## src/rtl/detector_emulator_if.sv

```systemverilog
// Bundle of control inputs and status outputs of the detector emulator.
// The scenario side (or a bench) uses master; the emulator uses slave.
interface detector_emulator_if #(
  parameter int unsigned PROLONG_W = 24,
  parameter int unsigned CNT_W     = 16
);
  logic                 enable;
  logic                 trigger_in;
  logic [PROLONG_W-1:0] prolong_cycles;
  logic                 clear_counters;
  logic                 detector_ready;
  logic                 busy;
  logic [1:0]           state;
  logic [CNT_W-1:0]     trigger_count;
  logic [CNT_W-1:0]     short_count;
  logic [CNT_W-1:0]     overrun_count;

  modport master (
    output enable, trigger_in, prolong_cycles, clear_counters,
    input  detector_ready, busy, state, trigger_count, short_count, overrun_count
  );

  modport slave (
    input  enable, trigger_in, prolong_cycles, clear_counters,
    output detector_ready, busy, state, trigger_count, short_count, overrun_count
  );
endinterface

```

## src/rtl/detector_emulator.sv

```systemverilog
// Detector emulator: responder end of the trigger/detector_ready handshake.
// Qualifies trigger pulses by length, holds detector_ready low for a latched
// prolong time and keeps saturating statistics of accepted, short and
// overrun triggers.
module detector_emulator #(
  parameter int unsigned TRIG_MIN_LEN = 20,
  parameter int unsigned PROLONG_W    = 24,
  parameter int unsigned CNT_W        = 16
) (
  input  logic               clock,
  input  logic               reset_signal,
  detector_emulator_if.slave det
);

  localparam int unsigned HIGH_W = (TRIG_MIN_LEN < 2) ? 1 : $clog2(TRIG_MIN_LEN + 1);

  typedef enum logic [1:0] {
    S_IDLE     = 2'd0,
    S_QUALIFY  = 2'd1,
    S_BUSY     = 2'd2,
    S_WAIT_LOW = 2'd3
  } state_e;

  state_e               state_q,     state_d;
  logic                 ready_q,     ready_d;
  logic                 busy_q,      busy_d;
  logic                 trig_prev_q, trig_prev_d;
  logic                 armed_q,     armed_d;
  logic [HIGH_W-1:0]    high_cnt_q,  high_cnt_d;
  logic [PROLONG_W-1:0] busy_cnt_q,  busy_cnt_d;
  logic [CNT_W-1:0]     trig_cnt_q,  trig_cnt_d;
  logic [CNT_W-1:0]     short_cnt_q, short_cnt_d;
  logic [CNT_W-1:0]     over_cnt_q,  over_cnt_d;

  logic                 rise;
  logic                 accept;
  logic                 inc_trig;
  logic                 inc_short;
  logic                 inc_over;
  logic [HIGH_W-1:0]    high_nxt;
  logic [PROLONG_W-1:0] prolong_eff;

  // Next-state logic: trigger qualification, busy timing and statistics.
  always_comb begin
    state_d     = state_q;
    ready_d     = ready_q;
    busy_d      = busy_q;
    high_cnt_d  = high_cnt_q;
    busy_cnt_d  = busy_cnt_q;
    trig_cnt_d  = trig_cnt_q;
    short_cnt_d = short_cnt_q;
    over_cnt_d  = over_cnt_q;
    accept      = 1'b0;
    inc_short   = 1'b0;
    inc_over    = 1'b0;

    // armed_q stays low after reset until a low sample is seen, so a trigger
    // held high across reset release is not mistaken for a rising edge.
    trig_prev_d = det.trigger_in;
    armed_d     = armed_q | ~det.trigger_in;
    rise        = det.trigger_in & ~trig_prev_q & armed_q;
    high_nxt    = high_cnt_q + HIGH_W'(1);
    prolong_eff = (det.prolong_cycles == '0) ? PROLONG_W'(1) : det.prolong_cycles;

    unique case (state_q)
      S_IDLE: begin
        if (rise && det.enable) begin
          if (TRIG_MIN_LEN <= 1) begin
            accept = 1'b1;
          end else begin
            state_d    = S_QUALIFY;
            high_cnt_d = HIGH_W'(1);
          end
        end
      end
      S_QUALIFY: begin
        if (!det.enable) begin
          state_d = S_IDLE;
        end else if (det.trigger_in) begin
          if (high_nxt == HIGH_W'(TRIG_MIN_LEN)) begin
            accept = 1'b1;
          end else begin
            high_cnt_d = high_nxt;
          end
        end else begin
          inc_short = 1'b1;
          state_d   = S_IDLE;
        end
      end
      S_BUSY: begin
        inc_over = rise;
        if (busy_cnt_q == PROLONG_W'(1)) begin
          ready_d = 1'b1;
          busy_d  = 1'b0;
          state_d = det.trigger_in ? S_WAIT_LOW : S_IDLE;
        end else begin
          busy_cnt_d = busy_cnt_q - PROLONG_W'(1);
        end
      end
      S_WAIT_LOW: begin
        if (!det.trigger_in) begin
          state_d = S_IDLE;
        end
      end
      default: state_d = S_IDLE;
    endcase

    // The busy counter holds the remaining low clocks, including the current one.
    if (accept) begin
      state_d    = S_BUSY;
      ready_d    = 1'b0;
      busy_d     = 1'b1;
      busy_cnt_d = prolong_eff;
    end
    inc_trig = accept;

    if (det.clear_counters) begin
      trig_cnt_d  = '0;
      short_cnt_d = '0;
      over_cnt_d  = '0;
    end else begin
      if (inc_trig  && (trig_cnt_q  != '1)) trig_cnt_d  = trig_cnt_q  + CNT_W'(1);
      if (inc_short && (short_cnt_q != '1)) short_cnt_d = short_cnt_q + CNT_W'(1);
      if (inc_over  && (over_cnt_q  != '1)) over_cnt_d  = over_cnt_q  + CNT_W'(1);
    end
  end

  // State and output registers; reset returns to ready/idle with cleared stats.
  always_ff @(posedge clock or negedge reset_signal) begin
    if (!reset_signal) begin
      state_q     <= S_IDLE;
      ready_q     <= 1'b1;
      busy_q      <= 1'b0;
      trig_prev_q <= 1'b0;
      armed_q     <= 1'b0;
      high_cnt_q  <= '0;
      busy_cnt_q  <= '0;
      trig_cnt_q  <= '0;
      short_cnt_q <= '0;
      over_cnt_q  <= '0;
    end else begin
      state_q     <= state_d;
      ready_q     <= ready_d;
      busy_q      <= busy_d;
      trig_prev_q <= trig_prev_d;
      armed_q     <= armed_d;
      high_cnt_q  <= high_cnt_d;
      busy_cnt_q  <= busy_cnt_d;
      trig_cnt_q  <= trig_cnt_d;
      short_cnt_q <= short_cnt_d;
      over_cnt_q  <= over_cnt_d;
    end
  end

  assign det.detector_ready = ready_q;
  assign det.busy           = busy_q;
  assign det.state          = state_q;
  assign det.trigger_count  = trig_cnt_q;
  assign det.short_count    = short_cnt_q;
  assign det.overrun_count  = over_cnt_q;

endmodule
```

## src/flat_wrapper.sv

```systemverilog
// flat-port wrapper written by rule: the top's interface ports become plain ports
module detector_emulator_flat 
#(
  parameter int unsigned TRIG_MIN_LEN = 20,
  parameter int unsigned PROLONG_W    = 24,
  parameter int unsigned CNT_W        = 16
)
  (clock, reset_signal, det_enable, det_trigger_in, det_prolong_cycles, det_clear_counters, det_detector_ready, det_busy, det_state, det_trigger_count, det_short_count, det_overrun_count);
  detector_emulator_if #(.PROLONG_W(PROLONG_W), .CNT_W(CNT_W)) det_i ();
  input  logic clock;
  input  logic reset_signal;
  input wire logic [$bits(det_i.enable)-1:0] det_enable;
  input wire logic [$bits(det_i.trigger_in)-1:0] det_trigger_in;
  input wire logic [$bits(det_i.prolong_cycles)-1:0] det_prolong_cycles;
  input wire logic [$bits(det_i.clear_counters)-1:0] det_clear_counters;
  output wire logic [$bits(det_i.detector_ready)-1:0] det_detector_ready;
  output wire logic [$bits(det_i.busy)-1:0] det_busy;
  output wire logic [$bits(det_i.state)-1:0] det_state;
  output wire logic [$bits(det_i.trigger_count)-1:0] det_trigger_count;
  output wire logic [$bits(det_i.short_count)-1:0] det_short_count;
  output wire logic [$bits(det_i.overrun_count)-1:0] det_overrun_count;
  assign det_i.enable = det_enable;
  assign det_i.trigger_in = det_trigger_in;
  assign det_i.prolong_cycles = det_prolong_cycles;
  assign det_i.clear_counters = det_clear_counters;
  assign det_detector_ready = det_i.detector_ready;
  assign det_busy = det_i.busy;
  assign det_state = det_i.state;
  assign det_trigger_count = det_i.trigger_count;
  assign det_short_count = det_i.short_count;
  assign det_overrun_count = det_i.overrun_count;
  detector_emulator #(.TRIG_MIN_LEN(TRIG_MIN_LEN), .PROLONG_W(PROLONG_W), .CNT_W(CNT_W)) u_core (.clock(clock), .reset_signal(reset_signal), .det(det_i));
endmodule
```

## config.mk

```make
export PLATFORM = sky130hd
export DESIGN_NAME = detector_emulator_flat
export DESIGN_NICKNAME = d
export VERILOG_FILES = /design/src/rtl/detector_emulator_if.sv /design/src/rtl/detector_emulator.sv /design/src/flat_wrapper.sv
export SDC_FILE = /design/constraint.sdc
export NUM_CORES = 1
export LEC_CHECK = 0
export BUFFER_PORTS_ARGS = -buffer_cell sky130_fd_sc_hd__buf_4
export CAP_MARGIN = 10
export CORE_MARGIN = 4
export CORE_UTILIZATION = 30
export DETAILED_ROUTE_END_ITERATION = 16
export GPL_ROUTABILITY_DRIVEN = 0
export SYNTH_ARGS = -nofsm -noshare
export SYNTH_HDL_FRONTEND = slang
export SYNTH_SLANG_ARGS = --single-unit
```

## constraint.sdc

```tcl
create_clock -name clock -period 5 [get_ports clock]
set_clock_uncertainty 0.15 [all_clocks]
set_input_delay 1.5 -clock clock [delete_from_list [all_inputs] [get_ports clock]]
set_output_delay 1.5 -clock clock [all_outputs]
set_load 0.01 [all_outputs]
```

# --- Word-level counts from Yosys, hierarchy flattened ---
# Index checks and enable logic that the tools add are counted.
totals:
  register_bits: 83
  input_bits: 29
  output_inout_bits: 52
  wordCells: 87
op_classes:
  addsub: 5
  eq_ne: 15
  muxes: 36
  n_bitwise: 5
  n_reduce_logical: 16
op_table:
  columns: ["op", "count"]
  rows:
  - ["16-bit 2-to-1 mux", 6]
  - ["24-bit 2-to-1 mux", 4]
  - ["16-bit by 1-bit adder with 16-bit output, second input constant", 3]
  - ["16-bit != test, second input constant", 3]
  - ["24-bit by 1-bit == test with 1-bit output, second input constant", 1]
  - ["24-bit zero test", 1]
  - ["24-bit by 1-bit subtractor with 24-bit output, second input constant", 1]
  - ["5-bit 2-to-1 mux", 4]
  - ["1-bit 2-to-1 mux", 14]
  - ["2-bit 2-to-1 mux", 6]
  - ["2-bit nonzero test", 6]
  - ["5-bit case mux with 2 select lines", 1]
  - ["2-bit case mux with 4 select lines", 1]
  - ["2-bit != test, second input constant", 3]
  - ["3-bit by 1-bit != test with 1-bit output, second input constant", 2]
  - ["2-bit AND reduction", 3]
  - ["5-bit by 1-bit adder with 5-bit output, second input constant", 1]
  - ["5-bit == test, second input constant", 1]
  - ["5-bit AND reduction", 1]
  - ["2-bit == test, second input constant", 2]
  - ["1-bit logical AND", 4]
  - ["2-bit by 1-bit != test with 1-bit output, second input constant", 2]
  - ["1-bit AND", 2]
  - ["2-bit by 1-bit == test with 1-bit output, second input constant", 1]
  - ["3 further kinds", 4]

# --- Longest topological paths before layout ---
# Gate-level depths: netlist of the first run.
depth:
  ltp_word: 9
  depth_mapped: 8
  ltp_nobuf: 7

# --- Least setup slack after synthesis of the first run ---
# Ideal clock, no wire load.
synth_timing:
  path_type: "in2reg"
  from: "input det_trigger_in"
  to: "register u_core.trig_cnt_q[7], in the netlist u_core.det.trigger_count[7]"
  setup_ns: 0.125
  arrival_time_ns: 2.819
  t_required_ns: 4.725
  slack_ns: 1.907
  cell_stages: 7
  path_buffers: 2
  path_cell_list: "clkbuf_1 > nand2_1 > inv_1 > o2111ai_4 > buf_6 > nor4_1 > mux2_2"
synth_between:
  elab_chain_cells: 5
synth_rtl:
  columns: ["item", "line", "rtl"]
  rows:
  - ["from (decl)", "flat_wrapper.sv:13", "input wire logic [$bits(det_i.trigger_in)-1:0] det_trigger_in;"]
  - ["1-bit 2-to-1 mux", "detector_emulator.sv:79", "end else if (det.trigger_in) begin"]
  - ["1-bit 2-to-1 mux", "detector_emulator.sv:77", "if (!det.enable) begin"]
  - ["1-bit 2-to-1 mux", "detector_emulator.sv:65", "unique case (state_q)"]
  - ["1-bit logical AND", "detector_emulator.sv:122", "if (inc_trig && (trig_cnt_q != '1)) trig_cnt_d = trig_cnt_q + CNT_W'(1);"]
  - ["2-bit nonzero test (no source line)", null, null]
  - ["to (signal assigned)", "detector_emulator.sv:149", "trig_cnt_q <= trig_cnt_d;"]
  - ["to (decl)", "detector_emulator.sv:31", "logic [CNT_W-1:0] trig_cnt_q, trig_cnt_d;"]
# Every way passes these cells.
# A chain may end at the register's enable or synchronous reset.

# --- Worst setup path in the final report of the first run ---
layout_timing:
  from: "input det_trigger_in"
  to: "register u_core.short_cnt_q[15], in the netlist u_core.det.short_count[15]"
layout_between:
  elab_chain_cells: 5
layout_rtl:
  columns: ["item", "line", "rtl"]
  rows:
  - ["1-bit 2-to-1 mux", "detector_emulator.sv:79", null]
  - ["1-bit 2-to-1 mux", "detector_emulator.sv:77", null]
  - ["1-bit 2-to-1 mux", "detector_emulator.sv:65", null]
  - ["1-bit logical AND", "detector_emulator.sv:123", "if (inc_short && (short_cnt_q != '1)) short_cnt_d = short_cnt_q + CNT_W'(1);"]
  - ["2-bit nonzero test (no source line)", null, null]
  - ["to (signal assigned)", "detector_emulator.sv:150", "short_cnt_q <= short_cnt_d;"]
  - ["to (decl)", "detector_emulator.sv:32", "logic [CNT_W-1:0] short_cnt_q, short_cnt_d;"]
# Every way passes these cells.

==> key figures, run 1 <==
Status
  • Status: completed

STA
  • Setup TNS: 0 ps
  • Fin. Hold Viols: 0
  • Final-report max-slew violation count: 0
  • Slew @ Worst Pin: 1050 ps
  • Post-layout min period: 2960 ps
  • Rel. slew slack: 29.6%
  • Fin crit share: 59.1%
  • Max Freq: 338 MHz
  • Setup violators final: 0
  • RSZ-0062 raised after global routing: no

Route
  • Antenna-violating nets left: 0
  • Vias per inst: 5.23
  • DR iter-0 viols: 325
  • Drt pass-1 iters: 5
  • Total routed wirelength: 12300 um
  • Drt drc: 0
  • WL per Instance: 15.3 um
  • DR vias: 4208

Synth
  • Post-synth cell types: 55
  • Yosys top cell area share: 43.3%
  • Ys async rst share: 100%
  • YS warnings: 0
  • Yosys top cell by area: dfrtp_1
  • Post-synth EDFFs: 0
  • Ys flop type: dfrtp_1
  • Synthesized Nets: 557
  • Mapped Area: 4730 sq um
  • Avg Cell Area, Syn: 9.09 sq um
  • FF+latch count, synth: 83
  • Synth top area cells: dfrtp_1, xnor2_1, nor2_1
  • Synth Instances: 521
  • Part of the Yosys area used for sequential elements: 43.9%

Placed design
  • Placed cell area: 5500 sq um
  • Hpwl dp: 8590 um
  • I/O Buffers: 80

Clock network
  • CTS tree: done
  • Post-CTS Setup Repair Bufs: 0
  • Root buffer cell: clkbuf_16
  • Worst-Skew Late Latency: 340 ps
  • CTS Buf Count: 9
  • Total clock sinks: 83
  • # hold bufs at CTS: 0
  • Clk buf depth: 2
  • CTS-repair resized insts: 0
  • H-Tree Depth: 3
  • Reg clk slew, reported paths: 60 ps

Power and ir drop
  • Tot Pwr: 1.82 mW
  • Pint: 1.31 mW
  • Peak VDD IR: 196 uV
  • Clk pwr share: 40.9%
  • Logic gate share of total power: 15.2%
  • PD cells: 312 nW/um^2
  • Switching share of total power: 28.1%
  • Static leakage: 2.21 nW
  • NetSw: 0.511 mW
  • Flop pwr share: 43.9%

Critical path
  • CP startpoint kind: primary input
  • Crit-path slowest cell: a2111oi_0
  • CP max stage delay: 610 ps
  • Worst Setup End Kind: register
  • Worst Path Arrival: 3010 ps
  • CP bufs+invs: 1
  • Top delay family on crit path: compound AO/OA/AOI/OAI gates
  • Critical Path RT: 5050 ps
  • Crit-path max FO: 9
  • Crit path cell chain: buf_4 > and4bb_2 > nand3_1 > a2111oi_0 > xnor2_1 > nor2_1
  • Critical path class: in -> reg

Die
  • Rows: 45
  • Core area: 15300 sq um
  • Number of top-level pins: 81
  • Die Wd: 134 um
  • Die Y: 134 um
  • Initial Util: 30.9%
  • Die area: 17900 sq um

Global route
  • Global-route wire length before repair: 20700 um
  • Initial antenna violation count: 0
  • Largest net degree at the start of global routing: 59
  • GRT overflow: 0
  • Gr usage total: 14.0%
  • Vias in the first global route: 4102

Layout
  • Area growth from synthesis to layout: 23.2%
  • Final #Nets: 625
  • Layout cells sized above 1: 18.9%
  • N_diodes: 0
  • Final instance area: 5830 sq um

Run
  • Max-cap violations: 0

Min path
  • Min-Delay Path Class: reg -> reg
==> registers in the layout, summed over array words and instances, names as in the netlist <==
register,flops
u_core.trig_prev_q,1
u_core.det.overrun_count,16
u_core.armed_q,1
u_core.high_cnt_q,5
u_core.det.trigger_count,16
u_core.det.detector_ready,1
u_core.det.state,2
u_core.busy_cnt_q,24
u_core.det.busy,1
u_core.det.short_count,16
==> cells in the mapped netlist, drive strengths merged, types with 3 or more instances <==
master	number
a211oi	3
nand2	33
o31ai	12
o21ai	16
nand4	14
mux2i	3
ha	7
or3	11
nor3	17
clkbuf	16
a2111oi	6
nand3b	4
xnor2	37
nor4b	3
and3	6
a31oi	7
nand3	27
nor2	66
buf	9
inv	11
o41ai	5
nor4	23
a21oi	39
nor3b	3
mux2	4
and4	7
dfrtp	82
nand2b	5
or4	11
o31a	5
nor2b	6
==> kinds of logic (layout without fill, tap and decap cells) <==
kind of cell,Yosys count,in the layout,synth area share (%)
AO/OA/AOI/OAI,106,106,14.7
XOR/XNOR,38,38,7.03
adder cells (fa/ha/maj),7,7,1.85
buffers and inverters,36,109,3.25
flip-flops,83,83,43.9
multiplexers,7,7,1.85
AND/OR/NAND/NOR,244,244,27.4
==> power by group through the flow <==
stage          logic (mW)  clock network (mW)  registers [mW]
3_3_place_gp        0.270                   0           0.804
4_1_cts             0.279               0.764           0.797
3_5_place_dp        0.275                   0           0.810
2_1_floorplan       0.193                   0           0.791
5_1_grt             0.313               0.792           0.810
6_report            0.277               0.743           0.798
==> placed cells by master, fill, tap and decap left out, types with 9 or more instances in the layout <==
| cell | instances |
|---|---|
| buf_4 | 82 |
| dfrtp_1 | 82 |
| nor2_1 | 65 |
| a21oi_1 | 39 |
| xnor2_1 | 37 |
| nand2_1 | 33 |
| nand3_1 | 27 |
| nor4_1 | 22 |
| nor3_1 | 17 |
| o21ai_0 | 16 |
| nand4_1 | 14 |
| o31ai_1 | 12 |
| inv_1 | 11 |
| or3_1 | 11 |
| or4_1 | 11 |
| clkbuf_16 | 9 |
==> path summary, 6_finish.rpt <==
check | startpoint | to | slack (ps) | cells after the start
setup / recovery | det_trigger_in | u_core.det.short_count[15] | 2040 | 6
hold / removal | u_core.armed_q | u_core.armed_q | 360 | 1
setup reg to reg | u_core.high_cnt_q[0] | u_core.busy_cnt_q[13] | 2300 | 7
hold reg to reg | u_core.armed_q | u_core.armed_q | 360 | 1
max in group asynchronous | reset_signal | u_core.det.detector_ready | 2700 | 2
min in group asynchronous | reset_signal | u_core.det.short_count[10] | 1090 | 1
==> worst register-to-register path: stages, from the launching register on <==
cell and delay (ps):
dfrtp_1 450, ha_1 230, nor2b_1 80, and3_1 190, o2111ai_4 600, buf_4 540
o41ai_1 170, o22a_1 180
==> layer usage <==
layer / global-route usage [%] / part of all wire (%) / wire (um) / vias up
li1: - / - / - / 2062
met1: 18.4 / 47 / 5760 / 2049
met2: 22.9 / 47 / 5850 / 87
met3: 2.98 / 4.3 / 535 / 10
met4: 4.51 / 1.4 / 172 / 0
met5: 0 / 0 / 0 / -
==> per-stage QoR <==
stage	util, %	hold WS [ps]	cells	setup slack, ps
final	38.1	362	805	2040
after global routing	38.1	360	805	1850
after CTS	38.1	348	805	2030
after detailed placement	35.9	331	789	1670
after global placement	35.9	320	789	1710
after floorplan	-	300	521	1910
==> area by class of cell <==
cell class | count | area [sq um]
Clock inverter | 4 | 72.6
Tap cell | 211 | 264
Fill cell | 1543 | 9480
Timing Repair Buffer | 82 | 616
Inverter | 11 | 41.3
Multi-Input combinational cell | 402 | 2500
Sequential cell | 83 | 2080
Clock buffer | 12 | 256
(Power assumes the default switching activity.)
==> run 2, diff against run 1 <==
==> constraint.sdc (replaced) <==
create_clock -name clock -period 2.5 [get_ports clock]
set_clock_uncertainty 0.15 [all_clocks]
set_input_delay 0.75 -clock clock [delete_from_list [all_inputs] [get_ports clock]]
set_output_delay 0.75 -clock clock [all_outputs]
set_load 0.01 [all_outputs]
==> run 2 against run 1 <==
  * Power grew 90%
  * Sequential power increased by 95%
  * First-iteration DRC count down 21%
  * Core utilization up 1.1 points
  * Cell area grew 2.8%
  * Non-clock buffer count is 23 higher
  * Wire length up 1.1%
  * Setup slack lost 1900 ps
  * Largest power group unchanged
==> key figures, run 2 (synthesized netlist as in run 1, its figures left out) <==
Critical path
  • Worst Path Arrival: 2450 ps (was 3010 ps)
  • Setup slack, reg-to-reg: 120 ps (was 2300 ps)
  • Crit-path max FO: 31 (was 9)
  • R2R Path Start: u_core.high_cnt_q[1] (was u_core.high_cnt_q[0])
  • Worst Setup End Kind: register (unchanged)
  • CP max stage delay: 430 ps (was 610 ps)
  • Crit-path slowest cell: dfrtp_1 (was a2111oi_0)
  • Critical Path RT: 2570 ps (was 5050 ps)
  • Critical path class: reg -> reg (was in -> reg)
  • CP startpoint kind: register (was primary input)
  • Crit path from: u_core.high_cnt_q[1] (was det_trigger_in)
  • Crit path cell chain: ha_1 > nand3_1 > mux2i_4 > o2111ai_4 > buf_12 > nor4_1 > mux2_2 (was buf_4 > and4bb_2 > nand3_1 > a2111oi_0 > xnor2_1 > nor2_1)
  • Reg2reg end: u_core.det.trigger_count[7] (was u_core.busy_cnt_q[13])
  • Crit path to: u_core.det.trigger_count[7] (was u_core.det.short_count[15])
  • Reg2reg path depth: 7 (unchanged)

Power and ir drop
  • Static leakage: 2.30 nW (was 2.21 nW)
  • PD cells: 577 nW/um^2 (was 312 nW/um^2)
  • Peak VDD IR: 306 uV (was 196 uV)

Clock network
  • Reg clk slew, reported paths: 60 ps (about the same)
  • Root buffer cell: clkbuf_16 (unchanged)
  • Clk buf depth: 2 (unchanged)
  • Total clock sinks: 83 (unchanged)
  • Worst-Skew Late Latency: 340 ps (about the same)
  • H-Tree Depth: 3 (unchanged)
  • CTS tree: done (unchanged)
  • # hold bufs at CTS: 0 (unchanged)
  • CTS Buf Count: 9 (unchanged)

STA
  • Setup violators final: 0 (unchanged)
  • Rel. slew slack: 61.2% (was 29.6%)
  • Fin. Hold Viols: 0 (unchanged)
  • Slew @ Worst Pin: 576 ps (was 1050 ps)
  • Post-layout min period: 2380 ps
  • Max Freq: 421 MHz
  • Final hold slack: 175 ps (was 362 ps)
  • Setup TNS: 0 ps (unchanged)
  • Fin crit share: 95.0%
  • Final-report max-slew violation count: 0 (unchanged)

Layout
  • Layout cells sized above 1: 21.9% (was 18.9%)
  • Most common cell after layout, fill and taps aside: buf_4
  • Largest register FFs: 24 (unchanged)
  • Number of fill cells: 1566 (was 1543)
  • Largest register by flop count: u_core.busy_cnt_q (unchanged)
  • FF/Latch Area: 2080 sq um (unchanged)
  • Area growth from synthesis to layout: 26.6% (was 23.2%)
  • Most frequent cells in the layout: buf_4, dfrtp_1, nor2_1 (unchanged)
  • Core Util, Final: 39.1% (was 38.1%)
  • Final #Nets: 648 (was 625)
  • Multi-input logic area: 2510 sq um (was 2500 sq um)
  • Fin cells: 828 (was 805)
  • N_diodes: 0 (unchanged)
  • Final instance area: 5990 sq um (was 5830 sq um)

Route
  • WL per Instance: 15.0 um (was 15.3 um)
  • Total routed wirelength: 12400 um (was 12300 um)
  • Drt pass-1 iters: 5 (unchanged)
  • DR vias: 4358 (was 4208)
  • Antenna-violating nets left: 0 (unchanged)
  • Vias per inst: 5.26 (was 5.23)
  • Drt drc: 0 (unchanged)
  • DR iter-0 viols: 256 (was 325)

Die
  • Initial Util: 30.9% (unchanged)
  • Rows: 45 (unchanged)
  • Number of top-level pins: 81 (unchanged)
  • Die Wd: 134 um (unchanged)
  • Die area: 17900 sq um (unchanged)
  • Core area: 15300 sq um (unchanged)
  • Die Y: 134 um (unchanged)

Min path
  • Min-Delay Path Class: in -> async (was reg -> reg)

Placed design
  • Hpwl dp: 9040 um (was 8590 um)
  • Placed insts: 811 (was 789)
  • I/O Buffers: 80 (unchanged)
  • Placed cell area: 5700 sq um (was 5500 sq um)

Global route
  • Initial antenna violation count: 0 (unchanged)
  • Vias in the first global route: 4257 (was 4102)
  • Gr usage total: 14.0% (about the same)
  • Largest net degree at the start of global routing: 37 (was 59)
  • Global-route wire length before repair: 20700 um (about the same)
  • GRT overflow: 0 (unchanged)

Run
  • Max-cap violations: 0 (unchanged)

Status
  • Status: completed (unchanged)
-- run 2: changes by cell type in the layout (fill, tap and decap cells not counted), sizes merged --
cell	before	now
buf	82	105
bufinv	2	0
clkinvlp	1	3
-- run 2: final cells by class --
cell class,instances,area share [%]
Sequential cell,83,34.7
Multi-Input combinational cell,402,41.9
Tap cell,211,4.41
Inverter,11,0.689
Timing Repair Buffer,105,13.8
Clock buffer,12,4.11
Clock inverter,4,0.459
-- run 2: what timing repair did --
action	in CTS	in global routing
resized for setup	0	1
setup buffers	0	1
setup endpoints to repair	0	5
-- run 2: critical path, delay by kind of cell (launching register included) --
family                   cells  cell delay [ps]
AO/OA/AOI/OAI                1              150
AND/OR/NAND/NOR              2              440
adder cells (fa/ha/maj)      1              240
flip-flops                   1              430
buffers and inverters        1              190
multiplexers                 2              650
-- run 2: worst min-delay path by stage --
stage	start	end	slack, ps	depth (start not counted)
final	reset_signal	u_core.det.short_count[6]	180	1
after global routing	reset_signal	u_core.det.short_count[10]	190	1
after CTS	reset_signal	u_core.det.short_count[9]	170	1
after detailed placement	u_core.armed_q	u_core.armed_q	330	1
after global placement	u_core.armed_q	u_core.armed_q	320	1
after floorplan	reset_signal	u_core.armed_q	300	0
-- run 2: per-stage QoR --
stage | worst slack [ps] | total power [mW]
2_1_floorplan | 140 | 1.97
3_3_place_gp | 100 | 2.21
3_5_place_dp | 98.0 | 2.24
4_1_cts | 87.2 | 3.51
5_1_grt | -1.86 | 3.65
6_report | 125 | 3.46
-- run 2: metal layers --
layer | wire [um] | vias to the layer above | track usage, %
li1 | - | 2112 | -
met4 | 186 | 0 | 5.60
met2 | 5880 | 96 | 22.5
met5 | 0 | - | 0
met3 | 564 | 13 | 2.95
met1 | 5810 | 2137 | 18.3
-- run 2: power breakdown --
group / switching, mW / internal [mW] / leakage [nW]
clock network: 0.550 / 0.699 / 0.125
registers: 0.113 / 1.45 / 1.02
logic: 0.362 / 0.284 / 1.16
total: 1.03 / 2.43 / 2.30
==> run 3, diff against run 2 <==
--- a/config.mk
+++ b/config.mk
@@ -11,6 +11,7 @@
 export CORE_UTILIZATION = 30
 export DETAILED_ROUTE_END_ITERATION = 16
 export GPL_ROUTABILITY_DRIVEN = 0
+export MAX_ROUTING_LAYER = met4
 export SYNTH_ARGS = -nofsm -noshare
 export SYNTH_HDL_FRONTEND = slang
 export SYNTH_SLANG_ARGS = --single-unit
==> run 3 against run 2 <==
  * Hold slack got worse by 0.91 ps
  * Sequential power about the same
  * Wire length decreased by 0.14%
  * Critical endpoint unchanged
  * Largest cell class unchanged
  * Largest power group unchanged
  * Highest routed layer unchanged
==> key figures, run 3 (synthesized netlist as in run 1, its figures left out) <==
STA
  • Final hold slack: 174 ps (was 175 ps)
  • Max Freq: 421 MHz (about the same)
  • Fin. Hold Viols: 0 (unchanged)
  • Fin crit share: 95.0% (about the same)
  • Rel. slew slack: 61.3% (was 61.2%)
  • Slew @ Worst Pin: 575 ps (was 576 ps)
  • Post-layout min period: 2370 ps (was 2380 ps)
  • Final-report max-slew violation count: 0 (unchanged)
  • Setup violators final: 0 (unchanged)

Placed design
  • Placed cell area: 5700 sq um (unchanged)
  • I/O Buffers: 80 (unchanged)
  • Hpwl dp: 9040 um (unchanged)

Route
  • DR vias: 4365 (was 4358)
  • Drt drc: 0 (unchanged)
  • Drt pass-1 iters: 4 (was 5)
  • DR iter-0 viols: 253 (was 256)
  • Vias per inst: 5.27 (was 5.26)
  • WL per Instance: 15.0 um (about the same)
  • Antenna-violating nets left: 0 (unchanged)
  • Total routed wirelength: 12400 um (about the same)

Global route
  • Global-route wire length before repair: 20700 um (about the same)
  • GRT overflow: 0 (unchanged)
  • Vias in the first global route: 4262 (was 4257)
  • Initial antenna violation count: 0 (unchanged)
  • Gr usage total: 14.4% (was 14.0%)
  • Largest net degree at the start of global routing: 37 (unchanged)

Critical path
  • CP bufs+invs: 1 (unchanged)
  • CP max stage delay: 430 ps (about the same)
  • Crit path cell chain: ha_1 > nand3_1 > mux2i_4 > o2111ai_4 > buf_12 > nor4_1 > mux2_2 (unchanged)
  • R2R Path Start: u_core.high_cnt_q[1] (unchanged)
  • Reg2reg end: u_core.det.trigger_count[7] (unchanged)
  • CP startpoint kind: register (unchanged)
  • Top delay family on crit path: multiplexers (unchanged)
  • Crit path depth: 7 (unchanged)
  • Crit-path slowest cell: dfrtp_1 (unchanged)
  • Reg2reg path depth: 7 (unchanged)
  • Critical path class: reg -> reg (unchanged)
  • Worst Path Arrival: 2450 ps (about the same)
  • Crit-path max FO: 31 (unchanged)
  • Worst Setup End Kind: register (unchanged)
  • Critical Path RT: 2570 ps (about the same)
  • Setup slack, reg-to-reg: 130 ps (was 120 ps)

Die
  • Rows: 45 (unchanged)
  • Die Y: 134 um (unchanged)
  • Initial Util: 30.9% (unchanged)
  • Die Wd: 134 um (unchanged)
  • Number of top-level pins: 81 (unchanged)
  • Core area: 15300 sq um (unchanged)
  • Die area: 17900 sq um (unchanged)

Power and ir drop
  • Tot Pwr: 3.46 mW (about the same)
  • Static leakage: 2.30 nW (unchanged)
  • Peak VDD IR: 306 uV (about the same)
  • PD cells: 577 nW/um^2 (about the same)

Clock network
  • Root buffer cell: clkbuf_16 (unchanged)
  • Reg clk slew, reported paths: 70 ps (was 60 ps)
  • Clk buf depth: 2 (unchanged)
  • CTS tree: done (unchanged)
  • CTS Buf Count: 9 (unchanged)
  • Worst-Skew Late Latency: 340 ps (about the same)
  • Total clock sinks: 83 (unchanged)
  • H-Tree Depth: 3 (unchanged)
  • # hold bufs at CTS: 0 (unchanged)

Layout
  • Core Util, Final: 39.1% (unchanged)
  • Largest register FFs: 24 (unchanged)
  • Most common cell after layout, fill and taps aside: buf_4 (unchanged)
  • Final #Nets: 648 (unchanged)
  • Most frequent cells in the layout: buf_4, dfrtp_1, nor2_1 (unchanged)
  • Area growth from synthesis to layout: 26.6% (unchanged)
  • Final instance area: 5990 sq um (unchanged)
  • Largest register by flop count: u_core.busy_cnt_q (unchanged)
  • Layout cells sized above 1: 21.9% (unchanged)
  • N_diodes: 0 (unchanged)

Min path
  • Min-Delay Path Class: in -> async (unchanged)

Run
  • Max-cap violations: 0 (unchanged)

Status
  • Status: completed (unchanged)
run 3: cell counts in the layout (fill, tap and decap cells not counted):
No cell type changed its count.
run 3: repair_timing:
| action | 4_1_cts | 5_1_grt |
|---|---|---|
| gates resized for setup | 0 | 1 |
| setup buffers | 0 | 1 |
| endpoints found under the setup margin | 0 | 5 |
run 3: how the worst max path moves through the flow:
stage / from / end / slack (ps)
after floorplan: u_core.det.state[1] / u_core.det.trigger_count[7] / 140
after CTS: u_core.high_cnt_q[1] / u_core.det.trigger_count[5] / 90
final: u_core.high_cnt_q[1] / u_core.det.trigger_count[7] / 130
after global routing: u_core.high_cnt_q[1] / u_core.det.trigger_count[7] / -2
after detailed placement: det_trigger_in / u_core.det.short_count[15] / 100
after global placement: det_trigger_in / u_core.det.short_count[15] / 100
run 3: power breakdown:
group / switching [mW] / internal (mW) / total [mW] / leakage, nW
registers: 0.113 / 1.45 / 1.56 / 1.02
logic: 0.363 / 0.284 / 0.647 / 1.16
clock network: 0.548 / 0.699 / 1.25 / 0.125
total: 1.02 / 2.43 / 3.46 / 2.30
run 3: metrics by stage:
step	setup WS, ps	TNS [ps]	std cells
after global placement	100	0	811
after floorplan	140	0	521
after global routing	-1.86	-3.70	828
final	125	0	828
after CTS	87.2	0	827
after detailed placement	98.0	0	811
run 3: cell type report:
type                       count  area (sq um)
clock buffer                  12           246
inverter                      11          41.3
timing repair buffer         105           826
fill                        1566          9320
multi-input combinational    402          2510
tap                          211           264
sequential                    83          2080
clock inverter                 4          27.5
run 3: metal layers:
| layer | track usage [%] | part of all wire [%] | vias up |
|---|---|---|---|
| met5 | - | 0 | - |
| met4 | 5.60 | 1.5 | 0 |
| met3 | 2.64 | 3.7 | 13 |
| met2 | 22.5 | 47 | 94 |
| met1 | 18.5 | 48 | 2141 |
| li1 | - | - | 2117 |
